--- config.mk ---
export PLATFORM = sky130hd
export DESIGN_NAME = psum_gather_acc
export DESIGN_NICKNAME = d
export VERILOG_FILES = /design/src/rtl/psum_gather_acc.sv
export SDC_FILE = /design/constraint.sdc
export NUM_CORES = 2
export LEC_CHECK = 0
export BUFFER_PORTS_ARGS = -buffer_cell sky130_fd_sc_hd__buf_2
export CAP_MARGIN = 20
export CORE_UTILIZATION = 55
export CTS_CLUSTER_SIZE = 25
export DETAILED_ROUTE_END_ITERATION = 7
export PLACE_DENSITY_LB_ADDON = 0.1
export RECOVER_POWER = 25
export SYNTH_ARGS = -nofsm -noshare
export SYNTH_HDL_FRONTEND = slang
export SYNTH_SLANG_ARGS = --single-unit
--- constraint.sdc ---
create_clock -name clk -period 16 [get_ports clk]
set_input_delay 1.6 -clock clk [delete_from_list [all_inputs] [get_ports clk]]
set_output_delay 1.6 -clock clk [all_outputs]
set_load 0.02 [all_outputs]
--- src/rtl/psum_gather_acc.sv ---
// psum_gather_acc: per-row partial-sum accumulator with holding registers,
// a round-robin drain arbiter and a small output FIFO with valid/ready.
// Optional feature: define PSUM_SAT_EN to saturate accumulation instead of
// wrapping modulo 2^ACC_WIDTH. Overflow is flagged in both builds.
module psum_gather_acc #(
    parameter int unsigned DATA_WIDTH   = 16,
    parameter int unsigned ACC_WIDTH    = 24,
    parameter int unsigned NUM_ROWS     = 16,
    parameter int unsigned MAX_CHANNELS = 64,
    parameter int unsigned MAX_OUTPUTS  = 256,
    parameter int unsigned FIFO_DEPTH   = 4,
    localparam int unsigned LOG_NR      = $clog2(NUM_ROWS),
    localparam int unsigned LOG_MC      = $clog2(MAX_CHANNELS),
    localparam int unsigned LOG_MO      = $clog2(MAX_OUTPUTS)
) (
    input  logic                           clk,
    input  logic                           reset,
    input  logic                           i_start,
    input  logic [LOG_NR:0]                i_row_num,
    input  logic [NUM_ROWS-1:0]            i_row_en,
    input  logic [LOG_MC:0]                i_num_channels,
    input  logic [LOG_MO:0]                i_num_outputs,
    input  logic [NUM_ROWS*DATA_WIDTH-1:0] i_psum_data,
    input  logic [NUM_ROWS-1:0]            i_psum_valid,
    output logic [ACC_WIDTH-1:0]           o_out_data,
    output logic [LOG_NR-1:0]              o_out_row,
    output logic                           o_out_valid,
    input  logic                           i_out_ready,
    output logic                           o_switch_lane,
    output logic                           o_busy,
    output logic                           o_done,
    output logic                           o_overflow,
    output logic                           o_overrun
);

    localparam int unsigned LOG_FD = $clog2(FIFO_DEPTH);

    typedef enum logic [1:0] {StIdle, StRun, StDrain} state_e;

    state_e state_q, state_d;

    // Job configuration, latched on start
    logic [LOG_NR:0]       row_num_q;
    logic [NUM_ROWS-1:0]   active_q, active_cfg;
    logic [LOG_MC:0]       num_ch_q, num_ch_cfg;
    logic [LOG_MO:0]       num_out_q;

    // Per-row accumulation state
    logic [ACC_WIDTH-1:0]  acc_q     [NUM_ROWS];
    logic [ACC_WIDTH-1:0]  acc_d     [NUM_ROWS];
    logic [LOG_MC:0]       ch_cnt_q  [NUM_ROWS];
    logic [LOG_MC:0]       ch_cnt_d  [NUM_ROWS];
    logic [LOG_MO:0]       out_cnt_q [NUM_ROWS];
    logic [LOG_MO:0]       out_cnt_d [NUM_ROWS];
    logic [ACC_WIDTH-1:0]  hold_q    [NUM_ROWS];
    logic [ACC_WIDTH-1:0]  hold_d    [NUM_ROWS];
    logic [NUM_ROWS-1:0]   pend_q, pend_d;

    logic [LOG_NR-1:0]     rr_q, rr_d;
    logic                  switch_q, switch_d;
    logic                  overflow_q, overflow_d;
    logic                  overrun_q, overrun_d;

    // Output FIFO
    logic [ACC_WIDTH-1:0]  fifo_data_q [FIFO_DEPTH];
    logic [LOG_NR-1:0]     fifo_row_q  [FIFO_DEPTH];
    logic [LOG_FD-1:0]     wr_ptr_q, wr_ptr_d;
    logic [LOG_FD-1:0]     rd_ptr_q, rd_ptr_d;
    logic [LOG_FD:0]       count_q, count_d;

    // Combinational helpers
    logic                  start_job;
    logic                  rows_done;
    logic                  done;
    logic                  fifo_full;
    logic                  pop;
    logic                  xfer;
    logic                  grant_vld;
    logic [LOG_NR-1:0]     grant_idx;
    logic [LOG_NR-1:0]     cand;

    logic signed [DATA_WIDTH-1:0] psum_s;
    logic [ACC_WIDTH-1:0]         psum_ext;
    logic [ACC_WIDTH:0]           sum_ext;
    logic [ACC_WIDTH-1:0]         res;
    logic                         ovf;
    logic                         accept;
    logic                         last_ch;

    assign start_job   = (state_q == StIdle) && i_start;
    assign fifo_full   = (count_q == (LOG_FD+1)'(FIFO_DEPTH));
    assign o_out_valid = (count_q != '0);
    assign pop         = o_out_valid && i_out_ready;
    // A full FIFO can still accept a push when the head leaves in the same cycle
    assign xfer        = grant_vld && (!fifo_full || pop);

    assign o_out_data    = o_out_valid ? fifo_data_q[rd_ptr_q] : '0;
    assign o_out_row     = o_out_valid ? fifo_row_q[rd_ptr_q] : '0;
    assign o_switch_lane = switch_q;
    assign o_busy        = (state_q != StIdle);
    assign o_done        = done;
    assign o_overflow    = overflow_q;
    assign o_overrun     = overrun_q;

    // Decode the job configuration presented with i_start
    always_comb begin
        active_cfg = '0;
        for (int r = 0; r < NUM_ROWS; r++) begin
            active_cfg[r] = ((LOG_NR+1)'(r) < i_row_num) && i_row_en[r];
        end
        num_ch_cfg = (i_num_channels == '0) ? (LOG_MC+1)'(1) : i_num_channels;
    end

    // Round-robin pick: lowest pending row at or after the pointer, wrapping
    always_comb begin
        grant_vld = 1'b0;
        grant_idx = '0;
        cand      = '0;
        for (int i = NUM_ROWS - 1; i >= 0; i--) begin
            cand = LOG_NR'((int'(rr_q) + i) % NUM_ROWS);
            if (pend_q[cand]) begin
                grant_vld = 1'b1;
                grant_idx = cand;
            end
        end
    end

    // Every active row has produced its full quota of results
    always_comb begin
        rows_done = 1'b1;
        for (int r = 0; r < NUM_ROWS; r++) begin
            if (active_q[r] && (out_cnt_q[r] != num_out_q)) begin
                rows_done = 1'b0;
            end
        end
    end

    // FSM next state and done pulse
    always_comb begin
        state_d = state_q;
        done    = 1'b0;
        unique case (state_q)
            StIdle: begin
                if (i_start) state_d = StRun;
            end
            StRun: begin
                if (rows_done) state_d = StDrain;
            end
            StDrain: begin
                if ((pend_q == '0) && (count_q == '0)) begin
                    state_d = StIdle;
                    done    = 1'b1;
                end
            end
            default: state_d = StIdle;
        endcase
    end

    // Per-row accumulate, result hand-off to holding registers, sticky flags
    always_comb begin
        overflow_d = overflow_q;
        overrun_d  = overrun_q;
        switch_d   = 1'b0;
        pend_d     = pend_q;
        psum_s     = '0;
        psum_ext   = '0;
        sum_ext    = '0;
        res        = '0;
        ovf        = 1'b0;
        accept     = 1'b0;
        last_ch    = 1'b0;
        if (xfer) pend_d[grant_idx] = 1'b0;
        for (int r = 0; r < NUM_ROWS; r++) begin
            acc_d[r]     = acc_q[r];
            ch_cnt_d[r]  = ch_cnt_q[r];
            out_cnt_d[r] = out_cnt_q[r];
            hold_d[r]    = hold_q[r];

            psum_s   = i_psum_data[r*DATA_WIDTH +: DATA_WIDTH];
            psum_ext = ACC_WIDTH'(psum_s);
            // One extra bit exposes signed overflow as a sign disagreement
            sum_ext  = {acc_q[r][ACC_WIDTH-1], acc_q[r]} + {psum_ext[ACC_WIDTH-1], psum_ext};
            ovf      = sum_ext[ACC_WIDTH] ^ sum_ext[ACC_WIDTH-1];
`ifdef PSUM_SAT_EN
            if (ovf) begin
                res = sum_ext[ACC_WIDTH] ? {1'b1, {(ACC_WIDTH-1){1'b0}}}
                                         : {1'b0, {(ACC_WIDTH-1){1'b1}}};
            end else begin
                res = sum_ext[ACC_WIDTH-1:0];
            end
`else
            res = sum_ext[ACC_WIDTH-1:0];
`endif
            accept  = (state_q == StRun) && active_q[r] && i_psum_valid[r] &&
                      (out_cnt_q[r] != num_out_q);
            last_ch = ((ch_cnt_q[r] + 1'b1) == num_ch_q);

            if (accept) begin
                if (ovf) overflow_d = 1'b1;
                if (last_ch) begin
                    acc_d[r]     = '0;
                    ch_cnt_d[r]  = '0;
                    out_cnt_d[r] = out_cnt_q[r] + 1'b1;
                    // Holding register frees up this cycle only if it is being drained
                    if (pend_q[r] && !(xfer && (grant_idx == LOG_NR'(r)))) begin
                        overrun_d = 1'b1;
                    end else begin
                        hold_d[r] = res;
                        pend_d[r] = 1'b1;
                    end
                    if ((LOG_NR+1)'(r) == (row_num_q - 1'b1)) switch_d = 1'b1;
                end else begin
                    acc_d[r]    = res;
                    ch_cnt_d[r] = ch_cnt_q[r] + 1'b1;
                end
            end

            if (start_job) begin
                acc_d[r]     = '0;
                ch_cnt_d[r]  = '0;
                out_cnt_d[r] = '0;
                hold_d[r]    = '0;
            end
        end
        if (start_job) begin
            pend_d     = '0;
            overflow_d = 1'b0;
            overrun_d  = 1'b0;
            switch_d   = 1'b0;
        end
    end

    // Arbiter pointer and FIFO pointer/occupancy next state
    always_comb begin
        rr_d     = rr_q;
        wr_ptr_d = wr_ptr_q;
        rd_ptr_d = rd_ptr_q;
        count_d  = count_q;
        if (xfer) begin
            rr_d = (grant_idx == LOG_NR'(NUM_ROWS - 1)) ? '0 : grant_idx + 1'b1;
        end
        if (start_job) begin
            wr_ptr_d = '0;
            rd_ptr_d = '0;
            count_d  = '0;
        end else begin
            if (xfer) wr_ptr_d = wr_ptr_q + 1'b1;
            if (pop)  rd_ptr_d = rd_ptr_q + 1'b1;
            if (xfer && !pop) begin
                count_d = count_q + 1'b1;
            end else if (!xfer && pop) begin
                count_d = count_q - 1'b1;
            end
        end
    end

    // State registers
    always_ff @(posedge clk or negedge reset) begin
        if (!reset) begin
            state_q    <= StIdle;
            row_num_q  <= '0;
            active_q   <= '0;
            num_ch_q   <= '0;
            num_out_q  <= '0;
            pend_q     <= '0;
            rr_q       <= '0;
            switch_q   <= 1'b0;
            overflow_q <= 1'b0;
            overrun_q  <= 1'b0;
            wr_ptr_q   <= '0;
            rd_ptr_q   <= '0;
            count_q    <= '0;
            for (int r = 0; r < NUM_ROWS; r++) begin
                acc_q[r]     <= '0;
                ch_cnt_q[r]  <= '0;
                out_cnt_q[r] <= '0;
                hold_q[r]    <= '0;
            end
        end else begin
            state_q    <= state_d;
            pend_q     <= pend_d;
            rr_q       <= rr_d;
            switch_q   <= switch_d;
            overflow_q <= overflow_d;
            overrun_q  <= overrun_d;
            wr_ptr_q   <= wr_ptr_d;
            rd_ptr_q   <= rd_ptr_d;
            count_q    <= count_d;
            for (int r = 0; r < NUM_ROWS; r++) begin
                acc_q[r]     <= acc_d[r];
                ch_cnt_q[r]  <= ch_cnt_d[r];
                out_cnt_q[r] <= out_cnt_d[r];
                hold_q[r]    <= hold_d[r];
            end
            if (start_job) begin
                row_num_q <= i_row_num;
                active_q  <= active_cfg;
                num_ch_q  <= num_ch_cfg;
                num_out_q <= i_num_outputs;
            end
        end
    end

    // FIFO storage; contents are only observed while the entry is valid
    always_ff @(posedge clk) begin
        if (xfer) begin
            fifo_data_q[wr_ptr_q] <= hold_q[grant_idx];
            fifo_row_q[wr_ptr_q]  <= grant_idx;
        end
    end

endmodule

Word level (Yosys, flattened, before mapping)
Memories as Yosys holds them, arrays and structs flattened.
Index checks and enable logic that the tools add are counted.
{ "word_totals": {"mem_bits_ro": 0, "in_bits": 313, "latch_bits": 0, "n_memories": 2, "output_inout_bits": 34, "reg_bits": 1093, "wordCells": 994, "ramBits": 112} }
{ "memory_table": {"columns": ["memory", "words", "word_bits", "rd", "rd_clocked_by_memory_dff", "wr", "line", "source"], "rows": [
  ["fifo_data_q", 4, 24, 1, 0, 1, "65", "logic [ACC_WIDTH-1:0] fifo_data_q [FIFO_DEPTH];"],
  ["fifo_row_q", 4, 4, 1, 0, 1, "66", "logic [LOG_NR-1:0] fifo_row_q [FIFO_DEPTH];"]
]} }
{ "classes": {"add_sub_neg": 69, "div_mod_pow": 0, "n_mul": 0, "shifts": 0, "n_mux": 493, "n_bitwise": 19, "order_cmp": 35, "n_eq_ne": 84, "reduce_logical": 215} }
{ "ops": {"columns": ["op", "count"], "rows": [
  ["$mux W24", 115],
  ["$mux W9", 48],
  ["$add A24 B16 Y25", 16],
  ["$mux W7", 49],
  ["$mux W1", 232],
  ["$add A9 B1 Y9 const B", 16],
  ["$ne A9 B9 Y1", 16],
  ["$logic_and A1 B1 Y1", 119],
  ["$add A7 B1 Y7 const B", 16],
  ["$eq A7 B7 Y1", 16],
  ["$bmux W24 S4", 1],
  ["$lt A4 B5 Y1 const B", 17],
  ["$mux W4", 18],
  ["$reduce_bool A2 Y1", 35],
  ["$bmux W1 S4", 16],
  ["$reduce_and A3 Y1", 17],
  ["$eq A4 B5 Y1 const A", 8],
  ["$lt A4 B5 Y1 const A", 8],
  ["$ne A2 B2 Y1 const B", 19],
  ["$add A4 B4 Y4 const B", 8],
  ["$eq A4 B4 Y1 const B", 8],
  ["$mux W16", 2],
  ["$reduce_and A2 Y1", 16],
  ["$eq A3 B5 Y1 const A", 4],
  ["37 further kinds", 95]
]} }

Longest topological paths before layout
{ "depth": {"ltp_word": 72, "ltp_mapped": 26} }

Worst setup path before layout
No wires, ideal clock.
{ "synth_path": {"kind": "reg-to-reg", "startpoint": "register rr_q[1]", "endpoint": "register hold_q[12] (netlist bit)", "path_slack_ns": 10.446, "period_less_slack_ns": 5.554, "n_path_buf": 6, "required_ns": 15.872, "path_stages_with_launch": 22, "arrival_ns": 5.426, "cell_sequence": "dfrtp_1 buf_2 clkbuf_1 inv_1 ha_1 buf_2 mux4_2 mux4_2 a211oi_1 o211ai_1 a211o_1 nand2_1 o211a_1 buf_2 clkinv_1 clkbuf_1 ha_1 nand2_1 o21ai_1 a21oi_2 buf_2 mux2_1"} }
{ "synth_via": {"elab_chain_cells": 25, "elab_cells_between_ends": 86, "cone_classes": "15 x add/sub; 2 x eq/ne; 64 x mux; 5 x reduce/logical"} }
{ "synth_lines": {"columns": ["element", "line", "source"], "rows": [
  ["start, declared", "59", "logic [LOG_NR-1:0] rr_q, rr_d;"],
  ["start signal, assigned", "282", "rr_q <= rr_d;"],
  ["$add A4 B4 Y4", "120", "cand = LOG_NR'((int'(rr_q) + i) % NUM_ROWS);"],
  ["$bmux W1 S4", "121", "if (pend_q[cand]) begin"],
  ["$mux W1 (not written as such)", "121", null],
  ["$mux W4 (15 in a row)", "121", null],
  ["$mux W4 (*)", "121", null],
  ["net grant_idx[0]", "79", "logic [LOG_NR-1:0] grant_idx;"],
  ["$eq A4 B4 Y1 (*)", "205", "if (pend_q[r] && !(xfer && (grant_idx == LOG_NR'(r)))) begin"],
  ["$logic_and A1 B1 Y1 (*)", "205", null],
  ["$logic_not A1 Y1 (*)", "205", null],
  ["$logic_and A1 B1 Y1 (*)", "205", null],
  ["$ne A2 B2 Y1 (no line) (*)", null, null],
  ["$reduce_and A3 Y1 (no line) (*)", null, null],
  ["end signal, assigned by index", "293", "hold_q[r] <= hold_d[r];"],
  ["end, declared", "55", "logic [ACC_WIDTH-1:0] hold_q [NUM_ROWS];"]
]} }
The timed path passes the listed nets; every way through them passes the cells marked *. The select of a mux whose other input is x is not followed.
A chain may end at the register's enable or synchronous reset.

==> metrics.md <==
| Metric | Value |
|---|---|
| Total CTS buffers | `140` |
| Initial antenna violation count | `16` |
| Max cap viols | `9` |
| Post-Syn Area | `75,100 um2` |
| Setup crit start | `reset` |
| Fmax | `0.105 GHz` |
| CTS Sinks | `1,205` |
| Overall Global Routing Usage | `36.6%` |
| Clock Latency Late Sink | `0.78 ns` |
| Dpl hpwl | `189,000 um` |
| RePlAce Congestion | `1.03` |
| Post-synth EDFFs | `112` |
| CTS tree | `built` |
| Asr flop ratio synth | `90.7%` |
| CTS H-tree lvls | `4` |
| Sequential fraction of the synthesis area | `40.9%` |
| Crit start category | `input port` |
| Clock Skews | `0.0378 ns` |
| Cts hold-fix bufs | `0` |
| Final hold violation count | `0` |
| Die W | `372 um` |
| Violated checks | `capacitance limit, slew limit` |
| Setup Viol. Count Final | `0` |
| Crit path time final | `9.52 ns` |
| Nets | `9,095` |
| First-pass GRT wire length | `380,000 um` |
| Commonest non-fill, non-tap cell in the layout | `nand2_1` |
| Total negative slack | `0 ns` |
| Boundary Pins | `347` |
| Layout cell share with drive strength beyond 1 | `10.7%` |
| Vias post-DR | `64,700` |
| Grt total ovfl | `0` |
| Ys flop type | `dfrtp_1` |
| HP Class | `register to register` |
| Seq cells post-synth | `1,205` |
| Core Box Area | `135,000 um2` |
| Area delta synth->final | `11.1%` |
| DRC viols | `0` |
| Worst Hold Launch | `active_q[1]` |
| Syn_nets | `8,880` |
| Setup CP Type | `input port to asynchronous set/reset pin` |
| Setup ws final | `6.48 ns` |
| Total iterations of the first detailed-routing run | `8` |
| CTS clock-pin slew for the worst setup and hold paths | `0.05 ns` |
| Synth unique cells | `105` |
| Crit. End Element | `asynchronous set/reset pin` |
| Placement Rows | `135` |
| Mapped Cells | `8,119` |
| Vias in the first global route | `60,300` |
| Pin count of the biggest net entering global routing | `165` |
| 1st-iter DRT viols | `6,776` |
| CP Max Fanout | `89` |
| Status | `finished, violations left` |
| Setup slack at placement | `9.02 ns` |
| Clk root buf | `clkbuf_16` |
| Starting Density | `55.5%` |
| Die height | `372 um` |
| Post-CTS setup buffers | `0` |
| Worst EP arrival | `10.32 ns` |
| Mean Syn Cell Area | `9.26 um2` |
| RSZ-0062 raised after global routing | `no` |
| Final Hold Slack | `0.477 ns` |
| Vias per cell | `6.32` |
| Least-Margin Pin Slew | `5.28 ns` |
| PortBufs | `346` |
| Worst Path Required | `16.80 ns` |
| Worst slew margin | `-252%` |
| Clock buffer depth | `3` |
| CTS resizes | `0` |
| Count of final max-slew check failures | `437` |
| Most frequent cells in the layout | `nand2_1 (1,144), dfrtp_1 (1,090), o21ai_0 (686)` |
| Post-route ant nets | `0` |
| Reg2Reg Launch Point | `rr_q[1]` |
| Final Cycle Share | `59.5%` |
| DR WL/cell | `25.0 um` |
| Synthesis warning total | `0` |
| Drt total wl | `256,000 um` |
| Die ar. | `138,000 um2` |
## registers in the layout (all words and copies together) (netlist names), 2 cells and up
signal	flops
acc_q	384
hold_q	384
out_cnt_q	144
ch_cnt_q	112
fifo_data_q	96
active_q	16
fifo_row_q	16
pend_q	16
num_out_q	9
num_ch_q	7
row_num_q	5
rr_q	4
count_q	3
rd_ptr_q	2
state_q	2
wr_ptr_q	2
## stage by stage
| step | cell area [um2] | utilization, % | std cells |
|---|---|---|---|
| after floorplan | 75100 | - | 8119 |
| after global placement | 78600 | 58.0 | 9968 |
| after detailed placement | 78600 | 58.0 | 9968 |
| after CTS | 83400 | 61.6 | 10200 |
| after global routing | 83400 | 61.6 | 10200 |
| final | 83500 | 61.6 | 10200 |
## kinds of logic (layout without fill, tap and decap cells)
group	count (synthesis)	after routing	synth area share, %
buf+inv	490	816	2.75
compound gates	2171	2171	18.1
simple gates	2699	2699	16.1
mux	373	373	6.01
other cells	0	6	0
fa+ha+maj	448	448	7.63
flops	1205	1205	40.9
xor+xnor	733	733	8.59
## final timing paths
| kind | endpoint | slack, ns | cells past startpoint |
|---|---|---|---|
| min in group asynchronous | acc_q[255] | 2.76 | 1 |
| min reg2reg | active_q[1] | 0.48 | 2 |
| max in group clk | hold_q[229] | 8.84 | 9 |
| max | acc_q[58] | 6.48 | 6 |
| min | active_q[1] | 0.48 | 2 |
| max reg2reg | fifo_data_q[3][19] | 8.89 | 16 |
## worst max-delay path, stage by stage
cell and delay, ns:
clkbuf_1 3.62, clkbuf_1 2.42, buf_4 1.00, buf_4 0.50, buf_16 0.30, buf_4 0.66
## area by class of cell
cell class | instances | area (um2)
flip-flops and latches | 1205 | 30700
clock buffers | 193 | 4050
diodes | 6 | 15.0
inverters | 100 | 380
multi-input cells | 6424 | 42600
well taps | 1781 | 2230
repair buffers | 463 | 2690
fillers | 11600 | 52000
clock inverters | 60 | 786
## Yosys cell counts (75+ instances only)
library cell / number / area, um2
o31ai_1: 139 / 1040
mux2i_1: 235 / 2350
inv_1: 96 / 360
nand2_1: 1144 / 4290
edfxtp_1: 112 / 3360
o22ai_1: 102 / 638
nor2_1: 642 / 2410
xor2_1: 372 / 3260
o21ai_0: 687 / 3440
nand4_1: 75 / 469
dfrtp_1: 1093 / 27400
nand3_1: 195 / 976
nor3_1: 176 / 881
o21a_1: 80 / 601
o21ai_1: 76 / 380
a21o_1: 119 / 893
a21oi_1: 457 / 2290
xnor2_1: 358 / 3140
clkbuf_1: 263 / 987
a22o_1: 91 / 797
ha_1: 431 / 5390
## layer usage
layer | wire length [um] | GRT usage (%) | vias to the layer above
met2 | 110000 | 53.8 | 2737
met3 | 25100 | 7.85 | 467
met4 | 10600 | 14.1 | 16
li1 | - | - | 29600
met1 | 110000 | 52.6 | 31900
met5 | 97 | 0 | -
Power is not shown: default switching activity piles up to over one toggle a cycle in this logic, so the estimate is an artifact.
